### src/rtl/ff_exc_pkg.sv
// rtl/ff_exc_pkg.sv - shared codes, bit indices and FSM encoding for ff_excitation_encoder
package ff_exc_pkg;

  localparam logic [1:0] CODE_HOLD = 2'b00;
  localparam logic [1:0] CODE_01   = 2'b01;
  localparam logic [1:0] CODE_10   = 2'b10;
  localparam logic [1:0] CODE_11   = 2'b11;

  localparam int IDX_SR = 0;
  localparam int IDX_JK = 1;
  localparam int IDX_D  = 2;
  localparam int IDX_T  = 3;

  typedef enum logic {
    UNINIT = 1'b0,
    RUN    = 1'b1
  } enc_state_t;

endpackage

### src/rtl/ff_exc_select.sv
// rtl/ff_exc_select.sv - combinational per-word excitation code chooser
// Optional macro FFENC_JK_TOGGLE_EN: use JK toggle (11) for a known-state change.
module ff_exc_select
  import ff_exc_pkg::*;
(
  input  logic [3:0] q,
  input  logic [3:0] tgt,
  input  logic       uninit,
  output logic [1:0] sr_code,
  output logic [1:0] jk_code,
  output logic [1:0] d_code,
  output logic [1:0] t_code
);

  logic t_present;

  always_comb begin
    sr_code   = CODE_HOLD;
    jk_code   = CODE_HOLD;
    d_code    = CODE_HOLD;
    t_code    = CODE_HOLD;
    t_present = uninit ? 1'b0 : q[IDX_T];

    // Unknown power-up state: only an explicit set/reset is safe.
    if (uninit || (tgt[IDX_SR] != q[IDX_SR]))
      sr_code = tgt[IDX_SR] ? CODE_01 : CODE_10;

    if (uninit) begin
      jk_code = tgt[IDX_JK] ? CODE_10 : CODE_01;
    end else if (tgt[IDX_JK] != q[IDX_JK]) begin
`ifdef FFENC_JK_TOGGLE_EN
      jk_code = CODE_11;
`else
      jk_code = tgt[IDX_JK] ? CODE_10 : CODE_01;
`endif
    end

    d_code = tgt[IDX_D] ? CODE_01 : CODE_HOLD;

    if (tgt[IDX_T] != t_present)
      t_code = CODE_01;
  end

endmodule

### src/rtl/ff_excitation_encoder.sv
// rtl/ff_excitation_encoder.sv - target-state to flip-flop excitation code encoder, valid/ready stream
// Optional macro FFENC_JK_TOGGLE_EN (see ff_exc_select).
module ff_excitation_encoder
  import ff_exc_pkg::*;
#(
  parameter int CNT_W = 8
) (
  input  logic             clk,
  input  logic             rst_n,
  input  logic             tgt_valid,
  output logic             tgt_ready,
  input  logic [3:0]       tgt,
  output logic             code_valid,
  input  logic             code_ready,
  output logic [1:0]       sr_code,
  output logic [1:0]       jk_code,
  output logic [1:0]       d_code,
  output logic [1:0]       t_code,
  output logic [3:0]       q_model,
  output logic [CNT_W-1:0] issued_cnt,
  output logic [CNT_W-1:0] toggle_cnt
);

  enc_state_t state;
  enc_state_t state_next;
  logic       accept;
  logic [1:0] sel_sr;
  logic [1:0] sel_jk;
  logic [1:0] sel_d;
  logic [1:0] sel_t;

  assign tgt_ready = !code_valid || code_ready;
  assign accept    = tgt_valid && tgt_ready;

  ff_exc_select u_select (
    .q       (q_model),
    .tgt     (tgt),
    .uninit  (state == UNINIT),
    .sr_code (sel_sr),
    .jk_code (sel_jk),
    .d_code  (sel_d),
    .t_code  (sel_t)
  );

  always_comb begin
    state_next = state;
    if (accept)
      state_next = RUN;
  end

  // A consume without a new accept leaves the codes in place; only valid drops.
  always_ff @(posedge clk) begin
    if (!rst_n) begin
      state      <= UNINIT;
      code_valid <= 1'b0;
      sr_code    <= CODE_HOLD;
      jk_code    <= CODE_HOLD;
      d_code     <= CODE_HOLD;
      t_code     <= CODE_HOLD;
      q_model    <= 4'b0000;
      issued_cnt <= '0;
      toggle_cnt <= '0;
    end else begin
      state <= state_next;
      if (accept) begin
        code_valid <= 1'b1;
        sr_code    <= sel_sr;
        jk_code    <= sel_jk;
        d_code     <= sel_d;
        t_code     <= sel_t;
        q_model    <= tgt;
        issued_cnt <= issued_cnt + CNT_W'(1);
        if (sel_t == CODE_01)
          toggle_cnt <= toggle_cnt + CNT_W'(1);
      end else if (code_ready) begin
        code_valid <= 1'b0;
      end
    end
  end

endmodule

### config.mk
export PLATFORM = sky130hd
export DESIGN_NAME = ff_excitation_encoder
export DESIGN_NICKNAME = d
export VERILOG_FILES = /design/src/rtl/ff_exc_pkg.sv /design/src/rtl/ff_exc_select.sv /design/src/rtl/ff_excitation_encoder.sv
export SDC_FILE = /design/constraint.sdc
export NUM_CORES = 1
export LEC_CHECK = 0
export ABC_AREA = 1
export BUFFER_PORTS_ARGS = -buffer_cell sky130_fd_sc_hd__buf_2
export CORE_UTILIZATION = 40
export CTS_CLUSTER_DIAMETER = 200
export DETAILED_ROUTE_END_ITERATION = 6
export PLACE_DENSITY_LB_ADDON = 0.25
export SKIP_LAST_GASP = 1
export SYNTH_ARGS = -nofsm -noshare
export SYNTH_HDL_FRONTEND = slang
export SYNTH_SLANG_ARGS = --single-unit
### constraint.sdc
create_clock -name clk -period 1.8 [get_ports clk]
set_input_delay 0.18 -clock clk [delete_from_list [all_inputs] [get_ports clk]]
set_output_delay 0.18 -clock clk [all_outputs]
set_load 0.01 [all_outputs]
; ---- Word level (Yosys, flattened, before mapping)
; Cells that the tools add are included.
[word_totals]
reg_bits = 30
output_inout_bits = 30
word_cells = 32
[op_classes]
add_sub_neg = 2
eq_ne = 4
mux = 10
bitwise_logic = 1
reduce_logical = 6
[ops]
columns = op, n
row1 = $add A8 B1 Y8 const B, 2
row2 = $mux W2, 5
row3 = $mux W1, 5
row4 = $ne A1 B1 Y1, 3
row5 = $eq A2 B1 Y1 const B, 1
row6 = $logic_or A1 B1 Y1, 2
row7 = $reduce_and A2 Y1, 1
row8 = $reduce_bool A2 Y1, 1
row9 = $logic_and A1 B1 Y1, 1
row10 = $logic_not A1 Y1, 1
row11 = $not A1 Y1, 1

; ---- Logic depth before layout (Yosys ltp)
; Gate-level depths: netlist of run 1.
[logic_depth]
depth_word = 5
mapped_depth = 8
depth_no_buf = 8

; ---- Hierarchy
; From an unflattened synthesis of run 1, not the netlist that was laid out.
[hier_totals]
hier_cells = 187
hier_area_um2 = 1361.3
[by_module_without_submodules]
columns = mod, instances, cells_per_inst, area_each_um2
row1 = ff_excitation_encoder, 1, 171, 1266.2
row2 = ff_exc_select, 1, 16, 95.1

; ---- Worst setup path after synthesis of run 1
; No wires, ideal clock.
[synth_path]
path_type = reg-to-reg
start = reg toggle_cnt[0]
end = reg toggle_cnt[6]
setup_time_ns = 0.115
t_arrival_ns = 1.083
t_required_ns = 1.685
slack_ns = 0.602
stages_incl_launch_ff = 7
n_path_buf = 0
cell_sequence = dfxtp_1 ha_1 nand2_1 nor3_1 nand3_1 nand2_1 nor2_1
[synth_via]
elab_chain_cells = 1
[synth_rtl]
columns = item, line
row1 = from (decl), ff_excitation_encoder.sv:21  ; output logic [CNT_W-1:0] toggle_cnt
row2 = from (signal assigned), ff_excitation_encoder.sv:74  ; toggle_cnt <= toggle_cnt + CNT_W'(1);
row3 = $add A8 B1 Y8, ff_excitation_encoder.sv:74
; No other way between the ends.
; A chain may end at the register's enable or synchronous reset.

; ---- Worst setup path after layout of run 1
; Same ends and word-level chain as after synthesis.

==> metrics.txt, run 1 <==
Clock Sinks=27; global route total overflow=0; Compound-Gate Fraction of Synth Area=14.1%; total number of H-tree levels=1; clk_lat worst skew=slightly above 0.3 ns; Vias=1146; Worst R2R Setup Slack=0.54 ns; GP Congestion=0.776; largest net degree at the start of global routing=17; clk_skew=0.00673 ns; Max VDD drop=roughly 340 uV; DR pass1 iterations=7; n_diodes=0; Clock Path Buffers=2; vias in the first global route=1039; maxcap violations=0; final wirelength=2600 um; final net count=approximately 210; Avg Cell Area, Syn=7.32 um2; CP Data Required Time=2.02 ns; Placed Area=1400 um2; share of the synthesized area in the top cell type=43.7%; I/O Pins=38; RR Startpoint=toggle_cnt[0]; IO Port Bufs=35; synthesized flop and latch total=27; # hold bufs at CTS=0; DR iter-0 viols=63; initial antenna violation count=0; chip width=57.6 um; synthesized-area fraction occupied by adder cells=2.02%; Initial Util=between 40% and 50%; Site Rows=19; Synth Warn #=0; Die H=57.6 um; most area-consuming cells after synthesis=dfxtp_1 44%, nand2_1 9.7%, a21oi_1 7.3%; Tot GR Track Use=16.2%; Post-DRT Antenna Nets=0; Post-Synth XOR/XNOR Area=1.42%; post-synthesis instance total=169; Wirelength per Cell=11.1 um; leakage=approximately 0.65 nW; routed vias/inst=4.92; cts bufs inserted=3; max frequency=0.792 GHz; fraction of the yosys area taken by sequential cells=43.7%; biggest area consumer among synthesized cells=dfxtp_1; Critical R2R Capture=toggle_cnt[6]; Crit path largest cell delay=0.42 ns; # Post-CTS Setup Buffers=0; setup violation total in the final timing report=0; Critical path buffers and inverters=0; worst hold stages=3; final instance area=1430 um2; Final min period=1.26 ns; main combinational cell family by area after synthesis=simple AND/OR/NAND/NOR gates; final hold viol count=0; setup tns final=0 ns; Resized cells post-CTS=0; HP Start=tgt[2]; Synth Cell Area=1240 um2; kind of critical path=register to register; RSZ-0062 raised after global routing=false; most used cell, CP=nand2_1; crit end category=register; failing checks=design-rule violations; Root Buffer=clkbuf_4; hold endpoint=q_model[2]; DPL Wire Length=1930 um; Distinct cells, synth=21; Final period util=70.2%; Die Footprint=3320 um2; Crit-path slowest cell=dfxtp_1; pwr dens=725 nW/um2; Finished Core Util=50.0%; delay-heaviest family, CP=simple AND/OR/NAND/NOR gates; crit path DAT=1.48 ns; Core Region=approximately 2900 um2; max-slew violations=0; Worst-path clk slew=0.14 ns; status=finished, violations left; crit start category=register; CTS tree=built; Worst R2R Path Depth=6; simple-gate area share of the yosys netlist=28.0%; worst min path class=primary input to register; critical path fanouts, max=5; share of layout cells above drive strength 1=a little under a quarter; Power, Total=roughly 0.0010 W; global-route wire length before repair=4270 um; Area growth syn-to-layout=15.3%; # DRC=1; Cell Chain, Critical Path=ha_1 > nand2_1 > nor3_1 > nand3_1 > nand2_1 > nor2_1; post-synthesis mux area share=0%
[how the worst max path moves through the flow]
stage / cells after the start / to / start
final: 6 / toggle_cnt[6] / toggle_cnt[0]
after CTS: 6 / toggle_cnt[6] / toggle_cnt[0]
after detailed placement: 6 / toggle_cnt[6] / toggle_cnt[0]
after floorplan: 6 / toggle_cnt[6] / toggle_cnt[0]
after global placement: 6 / toggle_cnt[6] / toggle_cnt[0]
after global routing: 6 / toggle_cnt[6] / toggle_cnt[0]
[placed cells by master, fill, tap and decap left out]
cell,synthesis,routed
nand3_1,12,12
ha_1,2,2
nor2_4,1,1
nor2_1,24,24
clkbuf_1,0,1
a21oi_1,18,18
nand2_2,2,2
buf_2,2,35
nor3_1,7,7
nand4_1,1,1
xor2_1,2,2
buf_4,4,1
dfxtp_1,27,27
a21oi_2,3,3
inv_2,1,1
o21ai_0,9,9
conb_1,1,2
nand2_1,32,32
clkbuf_4,0,3
inv_1,17,17
nand2_4,1,1
o211ai_2,1,1
[power breakdown]
| part | leakage [nW] | switching, W | internal (W) |
|---|---|---|---|
| Sequential | 0.221 | 0.0000222 | 0.000623 |
| Clock | 0.0150 | 0.000165 | 0.0000864 |
| Combinational | 0.418 | 0.0000871 | 0.0000505 |
| Total | 0.654 | 0.000274 | 0.000760 |
[cells by family after synthesis]
group / Yosys count
AO/OA/AOI/OAI: 31
XOR/XNOR: 2
adder cells (fa/ha/maj): 2
buffers and inverters: 26
flip-flops: 27
other: 1
AND/OR/NAND/NOR: 80
[per-stage QoR]
step,instances,worst slack (ns),hold WS (ns)
2_1_floorplan,170,0.602,0.316
3_3_place_gp,229,0.634,0.427
3_5_place_dp,229,0.553,0.447
4_1_cts,233,0.541,0.109
5_1_grt,233,0.405,0.120
6_report,233,0.537,0.112
[flip-flops by register name, indices dropped and copies added (netlist names)]
| register | flops |
|---|---|
| state | 1 |
| toggle_cnt | 8 |
| issued_cnt | 8 |
| q_model | 4 |
| sr_code | 2 |
| t_code | 1 |
| code_valid | 1 |
| jk_code | 2 |
[metal layers]
layer	wire length, um	share of wire, %	track usage [%]
met1	1250	48	21.0
met2	1250	48	27.7
met3	82	3.2	2.01
met4	16	0.62	5.57
met5	0	0	0
[final cells by class]
cell class	count	area, um2
Tap cell	31	38.8
Sequential cell	27	541
Multi-Input combinational cell	117	571
Fill cell	293	1430
Clock buffer	4	26.3
Inverter	18	67.6
Timing Repair Buffer	36	183
[worst min-delay path: stages]
cell,delay [ns]
buf_2,0.07
o21ai_0,0.07
nor2_1,0.08
[cells in the mapped netlist]
| master | number |
|---|---|
| o21ai_0 | 9 |
| o211ai_2 | 1 |
| buf_2 | 2 |
| nand2_4 | 1 |
| buf_6 | 2 |
| xor2_1 | 2 |
| nand4_1 | 1 |
| nand3_1 | 12 |
| dfxtp_1 | 27 |
| ha_1 | 2 |
| conb_1 | 1 |
| a21oi_1 | 18 |
| a21oi_2 | 3 |
| buf_4 | 4 |
| nor2_4 | 1 |
| inv_2 | 1 |
| nor3_1 | 7 |
| nand2_1 | 32 |
| nor2_1 | 24 |
| inv_1 | 17 |
| nand2_2 | 2 |
Power figures use the tool's default switching activity.
==> run 2, diff against run 1 <==
- clock period: 1.8 -> 1.2 ns (I/O delays scaled with it)
==> run 2 against run 1 <==
  * The run still ends with design-rule violations left
  * Clock skew decreased by 0.0044 ns
  * Cell count increased by 3.0%
  * Hold slack got worse by 0.068 ns
  * Clock power increased by 55%
  * First-iteration DRC count decreased by 65%
  * Critical path depth unchanged
  * Critical endpoint is now toggle_cnt[7]
==> metrics.txt, run 2 (synthesis gave the netlist of run 1 again) <==
Finished Core Util=55.1%; Finished Layout Cells=240; Final min period=1.14 ns; max frequency=0.874 GHz; Initial Util=43.4%; Comb power frac=15.6%; Critical path buffers and inverters=1; worst min path class=primary input to register; Core Region=2850 um2; Cell Chain, Critical Path=buf_4 > nand3_2 > nor3_2 > nand3_1 > nand2_1 > nor2_1; clk_skew=between 0.002 and 0.0025 ns; crit end category=register; kind of critical path=register to register; Post-DRT Antenna Nets=0; IO Port Bufs=35; RSZ-0062 raised after global routing=true; I/O Pins=38; Site Rows=19; maxcap violations=0; power share of the sequential group=60.2%; commonest non-fill, non-tap cell in the layout=buf_2; clk_lat worst skew=roughly 0.33 ns; failing checks=design-rule violations; status=finished, violations left; Tot GR Track Use=17.7%; Area growth syn-to-layout=27.0%; Die H=57.6 um; total number of H-tree levels=1; largest net degree at the start of global routing=16; # DRC=2; cts bufs inserted=3; share of layout cells above drive strength 1=34.0%; Vias=around 1200; Worst-path clk slew=0.14 ns; Crit-path slowest cell=dfxtp_2; Wirelength per Cell=11.8 um; delay-heaviest family, CP=simple AND/OR/NAND/NOR gates; CTS tree=built; crit start category=register; leakage=between 0.7 and 0.8 nW; final net count=220; largest registers=issued_cnt x8, toggle_cnt x8, q_model x4; global-route wire length before repair=4620 um; GP Congestion=~0.8; final hold viol count=0; n_diodes=0; DPL Wire Length=2010 um; final wirelength=2840 um; Final period util=95.3%; final-layout fill cell count=279; most frequent cells in the layout=35 x buf_2, 31 x nand2_1, 21 x nor2_1; Pint=0.00117 W; Root Buffer=clkbuf_4; CP Data Required Time=1.44 ns; global route total overflow=0; Clock Path Buffers=2; pwr dens=about 1000 nW/um2; Sw Pwr=0.000442 W; Clock Sinks=27; Crit path largest cell delay=approximately 0.38 ns; Clk pwr share=about 24%; DR pass1 iterations=6; max-slew violations=0; setup violation total in the final timing report=0; critical path fanouts, max=4; Cells after DPL=235; initial antenna violation count=0; routed vias/inst=about 5.1; # hold bufs at CTS=0; net switching fraction of the power=27.5%; crit path DAT=1.38 ns; Max VDD drop=731 uV; Die Footprint=between 3000 and 4000 um2; chip width=57.6 um; vias in the first global route=1090; DR iter-0 viols=22
run 2: changes by cell type in the layout (fill, tap and decap cells not counted), sizes merged:
| cell | change |
|---|---|
| buf | +6 |
| nor2 | +1 |
run 2: repair_timing:
action / CTS / global route
gates cloned: 0 / 1
pin swaps: 0 / 5
endpoints found under the setup margin: 2 / 11
gates resized for setup: 2 / 22
buffers inserted: 0 / 0
run 2: tightest hold or removal path, cell delays in order:
cell	delay [ns]
buf_2	0.10
inv_1	0.06
a21oi_1	0.06
run 2: metal layers:
layer  vias up  routed length (um)  global-route usage [%]
li1        623                   -                       -
met1       575                1260                    22.8
met2        26                1430                    30.4
met3         4                 131                    4.46
met4         0                  19                    3.14
met5         -                   0                       0
run 2: path summary, 6_finish.rpt:
path	startpoint	endpoint	slack (ns)	cells after the start
worst max register to register	toggle_cnt[0]	toggle_cnt[7]	0.06	6
worst min register to register	sr_code[0]	sr_code[0]	0.47	2
worst max-delay path	toggle_cnt[0]	toggle_cnt[7]	0.06	6
worst min-delay path	tgt[3]	q_model[3]	0.04	3
run 2: final cells by class:
| type | count | area, um2 | share of cell area, % |
|---|---|---|---|
| inverters | 18 | 67.6 | 4.30 |
| well taps | 31 | 38.8 | 2.47 |
| flip-flops and latches | 27 | 554 | 35.3 |
| clock buffers | 4 | 26.3 | 1.67 |
| repair buffers | 42 | 240 | 15.3 |
| multi-input cells | 118 | 644 | 41.0 |
run 2: power by group through the flow:
stage | sequential (W) | combinational, W | clock (W)
floorplan | 0.00100 | 0.000131 | 0
finish | 0.000970 | 0.000251 | 0.000389
detailed placement | 0.000984 | 0.000233 | 0
global route | 0.000976 | 0.000280 | 0.000445
global placement | 0.000980 | 0.000227 | 0
CTS | 0.000965 | 0.000234 | 0.000412
run 2: stage by stage:
step                hold WS, ns  area, um2  power [W]  setup TNS, ns  worst slack, ns
global placement          0.366       1460    0.00121              0           0.0614
CTS                      0.0346       1490    0.00161              0           0.0178
finish                   0.0438       1570    0.00161              0           0.0563
global route             0.0345       1570    0.00170        -0.0245          -0.0134
detailed placement        0.394       1460    0.00122       -0.00279         -0.00279
floorplan                 0.256       1240    0.00113              0          0.00186
